==> config.mk <==
export PLATFORM = sky130hd
export DESIGN_NAME = lcd_bus_reader
export DESIGN_NICKNAME = d
export VERILOG_FILES = /design/src/rtl/lcd_bus_reader.sv
export SDC_FILE = /design/constraint.sdc
export NUM_CORES = 1
export LEC_CHECK = 0
export CORE_MARGIN = 1.5
export CORE_UTILIZATION = 48
export DETAILED_ROUTE_END_ITERATION = 6
export GPL_ROUTABILITY_DRIVEN = 0
export PLACE_DENSITY_LB_ADDON = 0.15
export SYNTH_ARGS = -nofsm -noshare
export SYNTH_HDL_FRONTEND = slang
export SYNTH_SLANG_ARGS = --single-unit
export TNS_END_PERCENT = 10
==> constraint.sdc <==
create_clock -name clk -period 1.88 [get_ports clk]
set_input_delay 0.376 -clock clk [delete_from_list [all_inputs] [get_ports clk]]
set_output_delay 0.376 -clock clk [all_outputs]
set_load 0.02 [all_outputs]
==> src/rtl/lcd_bus_reader.sv <==
// rtl/lcd_bus_reader.sv - HD44780 read-side bus engine (status / data-RAM reads, busy-poll)
//
// Ports:
//   clk, rst_n        system clock, asynchronous active-low reset
//   req_valid/ready   read request handshake (ready only in IDLE)
//   req_rs            0 = status read, 1 = data RAM read
//   req_poll          repeat status reads while BF=1 (ignored for data reads)
//   rsp_valid         one-cycle response pulse, no backpressure
//   rsp_data          byte sampled on the last EN-high cycle, held until next response
//   rsp_timeout       qualified by rsp_valid: poll gave up with BF still 1
//   lcd_rs/rw/en      LCD control lines; lcd_rw=1 means the bus is released to the LCD
//   lcd_dat_i         LCD data bus input
module lcd_bus_reader #(
  parameter int T_AS     = 4,
  parameter int T_PW     = 24,
  parameter int T_HOLD   = 2,
  parameter int T_GAP    = 30,
  parameter int POLL_MAX = 1000
) (
  input  logic       clk,
  input  logic       rst_n,
  input  logic       req_valid,
  output logic       req_ready,
  input  logic       req_rs,
  input  logic       req_poll,
  output logic       rsp_valid,
  output logic [7:0] rsp_data,
  output logic       rsp_timeout,
  output logic       lcd_rs,
  output logic       lcd_rw,
  output logic       lcd_en,
  input  logic [7:0] lcd_dat_i
);

  localparam int T_MAX_A = (T_AS > T_PW) ? T_AS : T_PW;
  localparam int T_MAX_B = (T_HOLD > T_GAP) ? T_HOLD : T_GAP;
  localparam int T_MAX   = (T_MAX_A > T_MAX_B) ? T_MAX_A : T_MAX_B;
  localparam int CW      = $clog2(T_MAX) + 1;
  localparam int PW      = $clog2(POLL_MAX + 1);

  // Counters are loaded with N-1 so a phase occupies exactly N cycles.
  localparam logic [CW-1:0] LD_AS   = CW'(T_AS - 1);
  localparam logic [CW-1:0] LD_PW   = CW'(T_PW - 1);
  localparam logic [CW-1:0] LD_HOLD = CW'(T_HOLD - 1);
  localparam logic [CW-1:0] LD_GAP  = CW'(T_GAP - 1);
  localparam logic [PW-1:0] P_MAX   = PW'(POLL_MAX);

  typedef enum logic [2:0] {
    S_IDLE, S_SETUP, S_EN_HI, S_HOLD, S_GAP, S_RESP
  } state_t;

  state_t        state_q, state_d;
  logic [CW-1:0] cnt_q, cnt_d;
  logic [PW-1:0] poll_cnt_q, poll_cnt_d;
  logic          poll_q, poll_d;
  logic          timeout_q, timeout_d;
  logic [7:0]    data_q, data_d;
  logic          rs_q, rs_d;
  logic          rw_q, rw_d;
  logic          en_q, en_d;

  always_ff @(posedge clk or negedge rst_n) begin
    if (!rst_n) begin
      state_q    <= S_IDLE;
      cnt_q      <= '0;
      poll_cnt_q <= '0;
      poll_q     <= 1'b0;
      timeout_q  <= 1'b0;
      data_q     <= 8'h00;
      rs_q       <= 1'b0;
      rw_q       <= 1'b0;
      en_q       <= 1'b0;
    end else begin
      state_q    <= state_d;
      cnt_q      <= cnt_d;
      poll_cnt_q <= poll_cnt_d;
      poll_q     <= poll_d;
      timeout_q  <= timeout_d;
      data_q     <= data_d;
      rs_q       <= rs_d;
      rw_q       <= rw_d;
      en_q       <= en_d;
    end
  end

  always_comb begin
    state_d    = state_q;
    cnt_d      = cnt_q;
    poll_cnt_d = poll_cnt_q;
    poll_d     = poll_q;
    timeout_d  = timeout_q;
    data_d     = data_q;
    rs_d       = rs_q;
    rw_d       = rw_q;
    en_d       = en_q;

    unique case (state_q)
      S_IDLE: begin
        if (req_valid) begin
          rs_d       = req_rs;
          rw_d       = 1'b1;
          poll_d     = req_poll & ~req_rs;
          poll_cnt_d = '0;
          timeout_d  = 1'b0;
          cnt_d      = LD_AS;
          state_d    = S_SETUP;
        end
      end
      S_SETUP: begin
        if (cnt_q == '0) begin
          en_d    = 1'b1;
          cnt_d   = LD_PW;
          state_d = S_EN_HI;
        end else begin
          cnt_d = cnt_q - CW'(1);
        end
      end
      S_EN_HI: begin
        if (cnt_q == '0) begin
          data_d     = lcd_dat_i;
          poll_cnt_d = poll_cnt_q + PW'(1);
          en_d       = 1'b0;
          cnt_d      = LD_HOLD;
          state_d    = S_HOLD;
        end else begin
          cnt_d = cnt_q - CW'(1);
        end
      end
      S_HOLD: begin
        if (cnt_q == '0) begin
          rs_d    = 1'b0;
          rw_d    = 1'b0;
          cnt_d   = LD_GAP;
          state_d = S_GAP;
        end else begin
          cnt_d = cnt_q - CW'(1);
        end
      end
      S_GAP: begin
        if (cnt_q == '0) begin
          // Busy flag is bit 7 of the status byte; polls are always RS=0.
          if (poll_q && data_q[7] && (poll_cnt_q < P_MAX)) begin
            rs_d    = 1'b0;
            rw_d    = 1'b1;
            cnt_d   = LD_AS;
            state_d = S_SETUP;
          end else begin
            if (poll_q && data_q[7]) begin
              timeout_d = 1'b1;
            end
            state_d = S_RESP;
          end
        end else begin
          cnt_d = cnt_q - CW'(1);
        end
      end
      S_RESP: begin
        state_d = S_IDLE;
      end
      default: begin
        state_d = S_IDLE;
      end
    endcase
  end

  assign req_ready   = (state_q == S_IDLE);
  assign rsp_valid   = (state_q == S_RESP);
  assign rsp_data    = data_q;
  assign rsp_timeout = timeout_q;
  assign lcd_rs      = rs_q;
  assign lcd_rw      = rw_q;
  assign lcd_en      = en_q;

endmodule

== Yosys cells after proc, flatten, opt, wreduce, memory -nomap -nowiden ==
Index checks and enable logic that the tools add are counted.

* $add $sub $neg: 2
* Magnitude comparators: 1
* Equality and inequality tests: 14
* Multiplexer cells: 33
* Bitwise logic cells: 2
* Reductions and logical operators: 17

{| class="wikitable"
|+ Operators by type and width
! cell !! count
|-
| two-way mux 6 bit || 6
|-
| one-hot mux 6 bit (5 select lines) || 1
|-
| two-way mux 10 bit || 2
|-
| one-hot mux 10 bit (2 select lines) || 1
|-
| two-way mux 3 bit || 6
|-
| inequality test 2 bit, second input constant || 8
|-
| one-hot mux 3 bit (5 select lines) || 1
|-
| AND reduction 5 bit || 3
|-
| two-way mux 1 bit || 12
|-
| adder 10 x 1 -> 10 bit, second input constant || 1
|-
| < comparator 10 bit, second input constant || 1
|-
| AND reduction 3 bit || 3
|-
| equality test 3 x 2 -> 1 bit, second input constant || 2
|-
| equality test 3 bit, second input constant || 2
|-
| zero test 6 bit || 1
|-
| one-hot mux 1 bit (3 select lines) || 2
|-
| nonzero test 2 bit || 3
|-
| subtractor 6 x 1 -> 6 bit, second input constant || 1
|-
| nonzero test 5 bit || 1
|-
| one-hot mux 1 bit (2 select lines) || 2
|-
| AND reduction 2 bit || 2
|-
| equality test 3 x 1 -> 1 bit, second input constant || 1
|-
| zero test 3 bit || 1
|-
| inequality test 3 bit, second input constant || 1
|-
| 4 further kinds || 5
|}

* Register bits after elaboration: 32
* Input port bits: 13
* Output and inout bits: 14
* Word-level logic and storage cells: 78

== Logic depth before layout (Yosys ltp) ==
Gate-level depths: netlist (run 1).

* Depth in word-level cells: 5
* Depth in mapped cells: 7
* Gate-level depth less buffers: 6

== Least setup slack after synthesis (run 1) ==
No wires, ideal clock.

* Path type: flip-flop to flip-flop
* Start point: register cnt_q[0]
* End point: register cnt_q[1]
* Library setup time: 0.125 ns
* Data arrival time: 1.790 ns
* Required time: 1.755 ns
* Slack: -0.035 ns
* Cell stages (with the launch flop): 8
* Buffers on the path: 1
* Clock period less this slack: 1.915 ns
* Cells stage by stage: dfrtp_1 > inv_1 > ha_1 > or3b_1 > buf_2 > nor2_4 > a31o_2 > mux2_2

* Cells in the longest elaborated chain, start to end: 3
* Elaborated cells on any way between the ends: 9
* Those cells by class: add/sub: 1; eq/ne: 1; mux: 5; reduce/logical: 2

{| class="wikitable"
|+ RTL lines
! element !! line !! source
|-
| from (decl) || 53 || <nowiki>logic [CW-1:0] cnt_q, cnt_d;</nowiki>
|-
| from (signal assigned) || 75 || <nowiki>cnt_q <= cnt_d;</nowiki>
|-
| subtractor 6 x 1 -> 6 bit / zero test 6 bit (equally long branches) || -- ||
|-
| two-way mux 6 bit, or another cell as far along || 140 || <nowiki>if (cnt_q == '0) begin</nowiki>
|-
| one-hot mux 6 bit (5 select lines) / AND reduction 3 bit (equally long branches) || -- ||
|}

Several ways; a longest one is shown, not always the timed one.
A chain may end at the register's enable or synchronous reset.

== Worst setup path after layout (run 1) ==
* Start point: register cnt_q[1]
* End point: register data_q[5], in the netlist rsp_data[5]

* Cells in the longest elaborated chain, start to end: 2

{| class="wikitable"
|+ RTL lines
! element !! line !! source
|-
| zero test 6 bit || 119 || <nowiki>if (cnt_q == '0) begin</nowiki>
|-
| AND reduction 2 bit (no source line) || -- ||
|-
| to (signal assigned) || 79 || <nowiki>data_q <= data_d;</nowiki>
|-
| to (decl) || 57 || <nowiki>logic [7:0] data_q, data_d;</nowiki>
|}

No other way between the ends.

==> results by stage, run 1 <==
Clock network:
- The clock network latency to the later pin of the worst-skew pair is ~340 ps.
- The CTS H-tree depth is 2.
- The total CTS buffers is 5.
- The hold buffer count at cts is 0.
- The clock root buffer is clkbuf_4.
- In this run the deepest clock path goes through 2 buffers.
- The sink count of the clock tree is 32.
- Clock-pin slew was measured on the worst setup and hold paths at 100 ps.
- The CTS tree is yes.

Worst setup path:
- The endpoint kind of the worst setup timing path is a flop.
- At the worst endpoint, the required time is 2100 ps.
- In this run the critical register-to-register path is captured at rsp_data[5].
- The most critical setup path has its endpoint at rsp_data[5].
- The worst-case register-to-register setup slack is -10 ps.
- Along the worst path, the maximum fanout reaches 6.
- The cell count of the worst reg-to-reg path is 7.
- The startpoint of the worst setup timing path is cnt_q[1].
- STA classifies the critical path startpoint as a flop.
- The critical path start-end classification is reg -> reg.
- The arrival time of the worst setup path is around 2100 ps.
- The launch point of the worst reg-to-reg path is cnt_q[1].

Routing:
- In this run the remaining antenna-violating nets after routing total 0.
- For this run, design rule violations remaining after detail routing come to 0.
- For this block, the initial DRC count from the detailed router was 115.
- The pre-antenna-repair detailed-routing pass consisted of 4 iterations.
- In the routed layout, each cell is associated on average with a via count of 5.66.
- The routed layout has 1471 vias.
- The post-detailed-routing wire length is 3.86 mm.
- In the final routed layout, each cell accounts on average for 14.9 um.

Floorplanning:
- The die height is 62.8 um.
- From left edge to right edge, the die measures 62.8 um.
- The area of the placeable core is 3390 um2.
- For this configuration, the core starts out at a cell density of approximately half.
- The floorplan step defined a die boundary enclosing between 3000 and 4000 um2.
- The number of cell rows is 21.
- During I/O placement, the number of pins put on the boundary was 27.

Layout:
- The filler cells instantiated in the layout total 281.
- Of the cells placed in the final design, the portion with a size suffix greater than 1 is about a quarter.
- The share of the core filled with cells in the final layout is 66.1%.
- The net count of the finished layout is roughly 230.
- The area of combinational cells with multiple inputs is roughly 880 um2.
- The area growth from synthesis to layout is 30.7%.
- Registers take 801 um2.
- The post-route cell area is around 2200 um2.
- The number of antenna diodes in the final layout is 0.

STA:
- The worst path setup slack after routing is -11.0 ps.
- The number of failing setup endpoints in the final timing report is 9.
- The final cycle utilization of the critical path is 101%.
- The setup TNS after final layout is -39.8 ps.
- The final hold violation count came to 0.
- The highest attainable clock frequency is 0.529 GHz.
- The post-route clock skew is 16.8 ps.
- The final max-slew violation count was 0.
- Setup repair after global routing could not meet its margin everywhere.
- Headroom to the max-slew limit came out at 70.8%.
- After layout, the minimum clock period comes to 1890 ps.
- The tightest hold path in the finished design has a slack of 419 ps.
- At the pin with the least slew margin, the transition time is 434 ps.

Power:
- The power density of the placed cells is slightly above 500 nW/um2.
- The worst-case IR drop observed on VDD is 418 uV.
- The design draws around 1.1 mW.
- For this design the static power due to leakage is 1.02 nW.

Logic synthesis:
- The synthesized design contains 0 enable-type register cells.
- The fraction of synthesized cell area taken by the top area cell type is 46.7%.
- The sequential cell area fraction in the yosys report is 46.7%.
- Summing every instance area after synthesis gives 1720 um2.
- The Yosys step of the flow raised 0 warnings.
- The distinct cell type count after synthesis is 47.
- The total nets after synthesis is between 150 and 200.
- Sorting the synthesized cells by how often they occur yields 32 x dfrtp_1, 13 x o21ai_0, 12 x nand2_1, 10 x mux2_2, 9 x nor2_1.
- The most area-hungry cell type in the Yosys netlist is dfrtp_1.
- Counting every instance in the synthesized netlist gives 164.
- In the post-synthesis netlist, the biggest area contributors are dfrtp_1 47%, mux2_2 6.6%, o21ai_0 3.8%, nor4b_4 2.8%, nand2_1 2.6%.
- In the post-synthesis netlist, the cell with the most instances is dfrtp_1.
- The synthesized design contains 32 register bits.
- The synthesized area per cell is 10.5 um2.
- For this run, the leading register cell type out of synthesis is dfrtp_1.
- In the synthesized netlist the async set-or-reset flop fraction comes to 100%.

Global route:
- The via count of the first global-routing pass is 1474.
- The initial antenna violation count is 0.
- The total global-route track usage is between 20% and 30%.
- The first global-routing pass estimated 6.77 mm of wire.
- The pin count of the biggest net entering global routing is 33.
- The sum of overflow across all layers after global routing is 0.

Status:
- The flow ran to the end, but the final reports show violations.
- The final reports fail on setup timing.

Placed design:
- After legalization and detailed placement, the total HPWL measured 2.92 mm.
- The number of port buffers is 26.
- The instance area at placement is roughly 2200 um2.

Min path:
- In this run the worst hold path is classified as in -> async.

Flow run:
- The number of violations of the max-capacitance limit is 0.
-- routing by layer --
metal  GRT usage (%)  up-vias  wire length [um]
li1                -      710                 -
met1            29.2      710              1760
met2            35.1       42              1840
met3            4.14        9               195
met4            8.89        0                64
met5               0        -                 0
-- report_power, final --
part / total [mW] / switching (mW) / internal (mW)
Clock: 0.359 / 0.222 / 0.137
Combinational: 0.0641 / 0.0291 / 0.0350
Sequential: 0.710 / 0.0113 / 0.698
Total: 1.13 / 0.262 / 0.871
-- sequential cells by signal, indices dropped and copies added, names as in the netlist, 3 cells and up --
signal / flops
poll_cnt_q: 10
rsp_data: 8
cnt_q: 6
state_q: 3
-- cells by family (layout without fill, tap and decap cells) --
kind of cell             Yosys count  in the layout  share of synthesized area, %
buffers and inverters             13             63                          3.43
AND/OR/NAND/NOR                   62             62                          22.5
multiplexers                      10             10                          6.56
adder cells (fa/ha/maj)            2              2                          1.46
XOR/XNOR                           6              6                          3.06
flip-flops                        32             32                          46.7
AO/OA/AOI/OAI                     39             39                          16.3
-- placed cells by master, fill, tap and decap left out, types with 2 or more instances in the layout --
| cell | netlist | layout |
|---|---|---|
| nor3b_1 | 3 | 2 |
| a21oi_1 | 5 | 4 |
| and2_1 | 3 | 2 |
| nand4_1 | 6 | 6 |
| buf_4 | 1 | 24 |
| inv_1 | 6 | 6 |
| nor3_1 | 5 | 5 |
| nor4_1 | 2 | 2 |
| nor4b_4 | 2 | 2 |
| nor2_1 | 9 | 9 |
| or3_1 | 3 | 3 |
| and3_1 | 3 | 3 |
| nand2_1 | 12 | 12 |
| nand3_1 | 3 | 3 |
| mux2_2 | 10 | 10 |
| o21ai_0 | 13 | 13 |
| o31ai_1 | 4 | 4 |
| a32o_1 | 3 | 3 |
| xor2_1 | 5 | 5 |
| dfrtp_1 | 32 | 32 |
| clkdlybuf4s50_1 | 0 | 24 |
| a211o_1 | 2 | 2 |
| clkbuf_4 | 0 | 5 |
-- final cells by class --
type,count,share of cell area (%)
Inverter,6,1.00
Multi-Input combinational cell,119,39.3
Timing Repair Buffer,50,19.4
Clock buffer,6,1.84
Sequential cell,32,35.7
Tap cell,46,2.57
Clock inverter,1,0.223
-- worst max-delay path, stage by stage (launching register included) --
cell and delay (ps):
dfrtp_1 390, inv_1 70, ha_2 170, buf_4 130
nor4b_4 320, and2_4 210, buf_4 140, mux2_2 330
-- metrics by stage --
step / setup WS [ps] / cells
after floorplan: 20.6 / 164
after global placement: 28.8 / 253
after detailed placement: -56.2 / 253
after CTS: -2.18 / 260
after global routing: -79.4 / 260
final: -11.0 / 260
-- what timing repair did --
action,in CTS,in global routing
resized for setup,6,3
gates cloned,0,0
setup buffers,0,0
pin swaps,1,3
setup endpoints to repair,15,19
-- how the worst min path moves through the flow --
stage	endpoint	slack, ps
6_report	cnt_q[5]	420
5_1_grt	cnt_q[4]	460
4_1_cts	cnt_q[5]	430
3_5_place_dp	poll_q	460
3_3_place_gp	poll_q	450
2_1_floorplan	cnt_q[0]	80
Note: power is estimated with default switching activity, not from simulation.
==> run 2: changes to the inputs <==
Settings changed: MAX_ROUTING_LAYER set to met4.
==> results by stage, run 2 (synthesized netlist as in run 1, its figures left out) <==
Status:
- The flow ran to the end, but the final reports show violations.
- The final reports fail on setup timing.

Routing:
- The number of vias in the routed layout is 1467.
- For this run, the detailed router's first-pass iteration total came to 4.
- For this run, design rule violations remaining after detail routing come to 0.
- The routed wire length per instance is 14.9 um.
- The post-detailed-routing wire length is approximately 3.9 mm.
- The detailed router finished its first iteration with 105 violations.
- Using the TritonRoute via totals, the vias-per-cell ratio works out to 5.64.
- The count of nets left with antenna violations once routing finished came out at 0.

STA:
- The post-route clock skew is roughly 17 ps.
- Setup repair after global routing could not meet its margin everywhere.
- The final hold violation count came to 0.
- The setup TNS after final layout is -70.5 ps.
- The final max-slew violation count is 0.
- Across all setup checks in the final design, the least slack found is -12.5 ps.
- Hold is met by 420 ps.
- For the pin with the worst max-slew slack, the measured transition is 435 ps.
- Of the available clock period, the critical path in the final layout requires 101%.
- Setup violations remaining at the end of the flow were counted as 10.
- The highest attainable clock frequency is approximately 0.53 GHz.
- The final critical path time including I/O delays and setup is roughly 1900 ps.
- The worst pin sits at a relative slew slack of 70.8%.

Clock network:
- The clock network latency to the later pin of the worst-skew pair is 330 ps.
- The clock root buffer is clkbuf_4.
- The CTS tree is yes.
- The CTS H-tree depth is 2.
- The number of buffers on the longest clock path is 2.
- The total CTS buffers is 5.
- The register clock-pin slew on the reported worst setup and hold paths is 100 ps.
- The hold buffer count at cts is 0.
- The sink count of the clock tree is 32.
- The number of buffers inserted to repair setup after CTS is 0.

Placed design:
- The final HPWL from detailed placement is 2.92 mm.
- The placed instances occupy a cell area of 2190 um2.
- Input and output buffers added on the ports amount to 26.

Layout:
- Of the cells placed in the final design, the portion with a size suffix greater than 1 is 25.7%.
- The most common cell after layout, fill and taps aside is dfrtp_1.
- Relative to the synthesized area, the layout overhead comes to 30.7%.
- The number of fill cells is 281.
- The number of inserted diodes is 0.
- The net count of the finished layout is 229.
- Ranked by flip-flop count, first place goes to poll_cnt_q.
- The register with the most flip-flops in the layout has 10 of them.
- Leaving out fill and tap cells, the most frequent cells in the layout are 32 x dfrtp_1, 24 x clkdlybuf4s50_1, 24 x buf_4, 13 x o21ai_0, 12 x nand2_1.
- The post-route cell area is 2240 um2.

Worst setup path:
- The required time of the critical path is 2100 ps.
- The worst setup path is of the reg -> reg kind.
- At the worst endpoint, the arrival time is 2110 ps.
- The endpoint kind of the worst setup timing path is a flop.
- The sort of element at the start of the critical path is a flop.
- The critical-path maximum fanout is 6.
- The worst register-to-register path has a setup slack of -10 ps.

Floorplanning:
- The die height is around 63 um.
- The I/O pin count is 27.
- The number of cell rows is 21.
- The die is 62.8 um wide.
- The effective utilization at floorplan is just over 50%.
- The die area is slightly below 4000 um2.
- After floorplanning, the core was sized to cover 3390 um2.

Global route:
- Entering global routing, the biggest net connects 33 pins.
- The initial antenna violation count was 0.
- The global-route wire length before repair is 6.76 mm.
- Global routing finished with a remaining overflow of 0.
- The via count of the first global-routing pass is 1481.
- Global routing consumed, over all layers together, 22.4% of the routing resources.

Power:
- For this design the ratio of total power to cell area is 505 nW/um2.
- The total power after layout is 1.13 mW.
- The leakage component of the power is slightly above 1 nW.
- The largest vdd supply drop is 417 uV.

Min path:
- The class of the most critical hold timing path is in -> async.

Flow run:
- Across the run, the number of max-cap violations was 0.
run 2: cell counts in the layout (fill, tap and decap cells not counted):
No cell type changed its count.
run 2: per-layer routing:
metal | up-vias | GRT usage (%) | wire (um)
met3 | 7 | 4.14 | 161
met1 | 714 | 29.1 | 1770
met2 | 38 | 35.1 | 1880
met4 | 0 | 8.89 | 63
li1 | 708 | - | -
met5 | - | - | 0
run 2: final timing paths:
kind | depth (start not counted) | startpoint | endpoint
worst min register to register | 2 | poll_q | poll_q
worst max-delay path | 7 | cnt_q[1] | rsp_data[5]
min in group clk | 2 | poll_q | poll_q
max in group asynchronous | 2 | rst_n | state_q[2]
worst max register to register | 7 | cnt_q[1] | rsp_data[5]
worst min-delay path | 2 | rst_n | cnt_q[5]
run 2: final cells by class:
cell class                      instances  area (um2)  area share (%)
Inverter                                6        22.5            1.00
Sequential cell                        32         801            35.7
Clock buffer                            6        41.3            1.84
Timing Repair Buffer                   50         434            19.4
Tap cell                               46        57.6            2.57
Multi-Input combinational cell        119         881            39.3
Clock inverter                          1        5.00           0.223
run 2: where the power goes:
| part | switching (mW) | internal, mW | leakage (nW) |
|---|---|---|---|
| Combinational | 0.0291 | 0.0350 | 0.581 |
| Clock | 0.221 | 0.138 | 0.0281 |
| Sequential | 0.0114 | 0.698 | 0.414 |
| Total | 0.261 | 0.871 | 1.02 |
run 2: repair_timing:
action | CTS | global route
resized for setup | 6 | 3
pin swaps | 1 | 3
endpoints found under the setup margin | 15 | 19
run 2: per-stage QoR:
stage	utilization (%)	worst slack, ps	instances
floorplan	-	20.6	164
global placement	64.6	28.8	253
detailed placement	64.6	-56.2	253
CTS	66.1	-2.18	260
global route	66.1	-79.4	260
finish	66.1	-12.5	260
run 2: critical path: stages (launching register included):
cell and delay [ps]:
dfrtp_1 400, inv_1 70, ha_2 170, buf_4 130, nor4b_4 320, and2_4 210
buf_4 140, mux2_2 330
==> run 3: changes to the inputs <==
Settings changed: CORE_UTILIZATION 48 to 25.
==> results by stage, run 3 (synthesized netlist as in run 1, its figures left out) <==
Min path:
- The startpoint of the tightest hold check path is poll_q.
- The tightest min-delay check is of the reg -> reg type.
- The worst hold path terminates at poll_q.
- The worst hold path was traced through 2 stages.

Layout:
- Of the cells placed in the final design, the portion with a size suffix greater than 1 is 24.8%.
- The final layout contains 228 nets.
- Across the whole layout, storage elements account for 801 um2.
- The most common cell after layout, fill and taps aside is dfrtp_1.
- In the layout the commonest cells are 32 x dfrtp_1, 24 x clkdlybuf4s50_1, 22 x buf_4, 13 x o21ai_0, 12 x nand2_1.
- For this run, the share of the core covered by cells in the final layout is 34.9%.
- The layout has 672 filler cells.
- The register containing the most flip-flops in the final layout is poll_cnt_q.
- Summing all non-filler instances in the final layout gives an area of 2340 um2.
- The register with the most flip-flops in the layout has 10 of them.
- 0 antenna diodes ended up in the layout.
- Summing all multi-input logic gate instances after layout gives a little under 900 um2.
- The area growth from synthesis to layout is 36.6%.

STA:
- The final critical path time including I/O delays and setup is 1820 ps.
- For the pin with the worst max-slew slack, the measured transition is 553 ps.
- The worst relative slew slack is 63.0%.
- The worst hold margin is about 470 ps.
- The final hold violation count was 0.
- The highest attainable clock frequency is approximately 0.55 GHz.
- The final cycle utilization of the critical path is 96.9%.
- The clock arrives with 6.36 ps of skew.
- Setup repair after global routing could not meet its margin everywhere.
- Setup violations remaining at the end of the flow were counted as 0.
- Once routing completed, OpenROAD measured the worst setup slack at 57.7 ps.
- The final max-slew violation count is 0.

Routing:
- After detailed routing, the average wire length per cell comes to 14.9 um.
- The number of detailed-route iterations in the first pass is 4.
- After detailed routing, the total wire length is 4.38 mm.
- The routed via count divided by cell count is 4.91.
- The routed layout has roughly 1400 vias.
- For this run, design rule violations remaining after detail routing come to 0.
- In this run the remaining antenna-violating nets after routing total 0.
- In this run, the number of DRC markers left after iteration 0 of detailed routing was 28.

Clock network:
- The H-tree generated during clock tree synthesis spans 2 levels.
- The sink count of the clock tree is 32.
- The number of buffers inserted to repair setup after CTS is 0.
- The clock root buffer is clkbuf_8.
- TritonCTS built the clock tree.
- Buffers inserted during clock tree synthesis total 5.
- Clock-pin slew was measured on the worst setup and hold paths at 70 ps.
- Hold repair after CTS inserted 0 buffers.
- At the later pin of the worst-skew pair, clock insertion delay measures around 280 ps.
- The number of buffers on the longest clock path is 2.

Power:
- The cell internal power dissipation is 1.13 mW.
- The share of total power dissipated in the clock network is 46.1%.
- The fraction of power spent switching nets is 21.8%.
- Of the total power, combinational logic draws 4.6%.
- The net switching power figure is 0.313 mW.
- The largest vdd supply drop is between 200 and 300 uV.
- The sequential group share of total power is 49.3%.
- The power density of the placed cells is 615 nW/um2.
- The leakage component of the power is 1.04 nW.

Floorplanning:
- In this run the count of I/O pins placed on the die edge is 27.
- The floorplan has 30 rows.
- In this run the horizontal extent of the chip is 85.8 um.
- The die height is 85.8 um.
- The die covers between 7000 and 8000 um2.
- The area of the placeable core is 6720 um2.
- For this configuration, the core starts out at a cell density of about 26%.

Global route:
- The global-route wire length before repair is 7.49 mm.
- In the global route stage, overall resource usage came out at 13.3%.
- The initial antenna violation count is 0.
- The via count of the first global-routing pass is 1484.
- Entering global routing, the biggest net connects 33 pins.
- Global routing finished with a remaining overflow of 0.

Placed design:
- The final HPWL from detailed placement is between 3 and 4 mm.
- The instance area at placement is 2240 um2.
- Port buffering added 26 buffers.
- Timing analysis after detailed placement gives a worst setup slack of -16.2 ps.

Worst setup path:
- Measured in cells, the most critical reg-to-reg path has a length of 6.
- The worst setup path is captured at a flop.
- The setup check on the worst reg-to-reg path leaves a slack of roughly 58 ps.
- The worst setup path is launched from a flop.
- The arrival time of the worst setup path is 1990 ps.
- The worst reg2reg path endpoint is cnt_q[1].
- The setup path with the least slack is of type reg -> reg.
- The startpoint identified for the worst register-to-register timing path is cnt_q[0].
- The critical-path maximum fanout is 6.
- Data on the critical path is required at its endpoint by 2050 ps.

Flow run:
- Max-cap violations in this run came to 0.

Status:
- The run finished with clean final reports.
-- run 3: worst max-delay path, stage by stage (launching register included) --
cell,delay [ps]
dfrtp_1,380
inv_1,60
ha_2,170
or3b_4,450
nor2_4,160
a31o_4,170
mux2_2,330
-- run 3: repair_timing --
action                                  4_1_cts  5_1_grt
endpoints found under the setup margin        3       13
pin swaps                                     0        1
endpoints found under the hold margin         0        0
resized for setup                             4        1
-- run 3: area by class of cell --
class	instances	share of cell area, %
Multi-Input combinational cell	119	37.1
Sequential cell	32	34.2
Timing Repair Buffer	49	18.7
Tap cell	80	4.27
Clock buffer	5	2.94
Clock inverter	3	1.82
Inverter	6	0.961
-- run 3: how the worst max path moves through the flow --
stage,from,to,slack [ps],cells past startpoint
after floorplan,cnt_q[0],cnt_q[1],20,7
after global placement,req_valid,cnt_q[4],-9,5
after detailed placement,req_valid,cnt_q[4],-20,5
after CTS,state_q[1],req_ready,20,3
after global routing,cnt_q[1],rsp_data[5],-40,7
final,cnt_q[0],cnt_q[1],60,6
-- run 3: routing by layer --
layer  up-vias  share of wire, %  global-route usage, %
li1        708                 -                      -
met1       711                47                   17.1
met2        20                48                   21.0
met3         4               2.9                   2.98
met4         0               1.3                   3.81
met5         -                 0                      -
-- run 3: power by group through the flow --
stage	clock network, mW	logic, mW	registers, mW
floorplan	0	0.0173	0.722
global placement	0	0.0670	0.723
detailed placement	0	0.0679	0.723
CTS	0.691	0.0684	0.710
global route	0.726	0.0746	0.712
finish	0.663	0.0664	0.711
-- run 3: metrics by stage --
step                      setup TNS (ps)  total power, mW  cells
after floorplan                        0            0.739    164
after global placement             -8.61            0.790    286
after detailed placement           -21.9            0.791    286
after CTS                              0             1.47    294
after global routing                -357             1.51    294
final                                  0             1.44    294
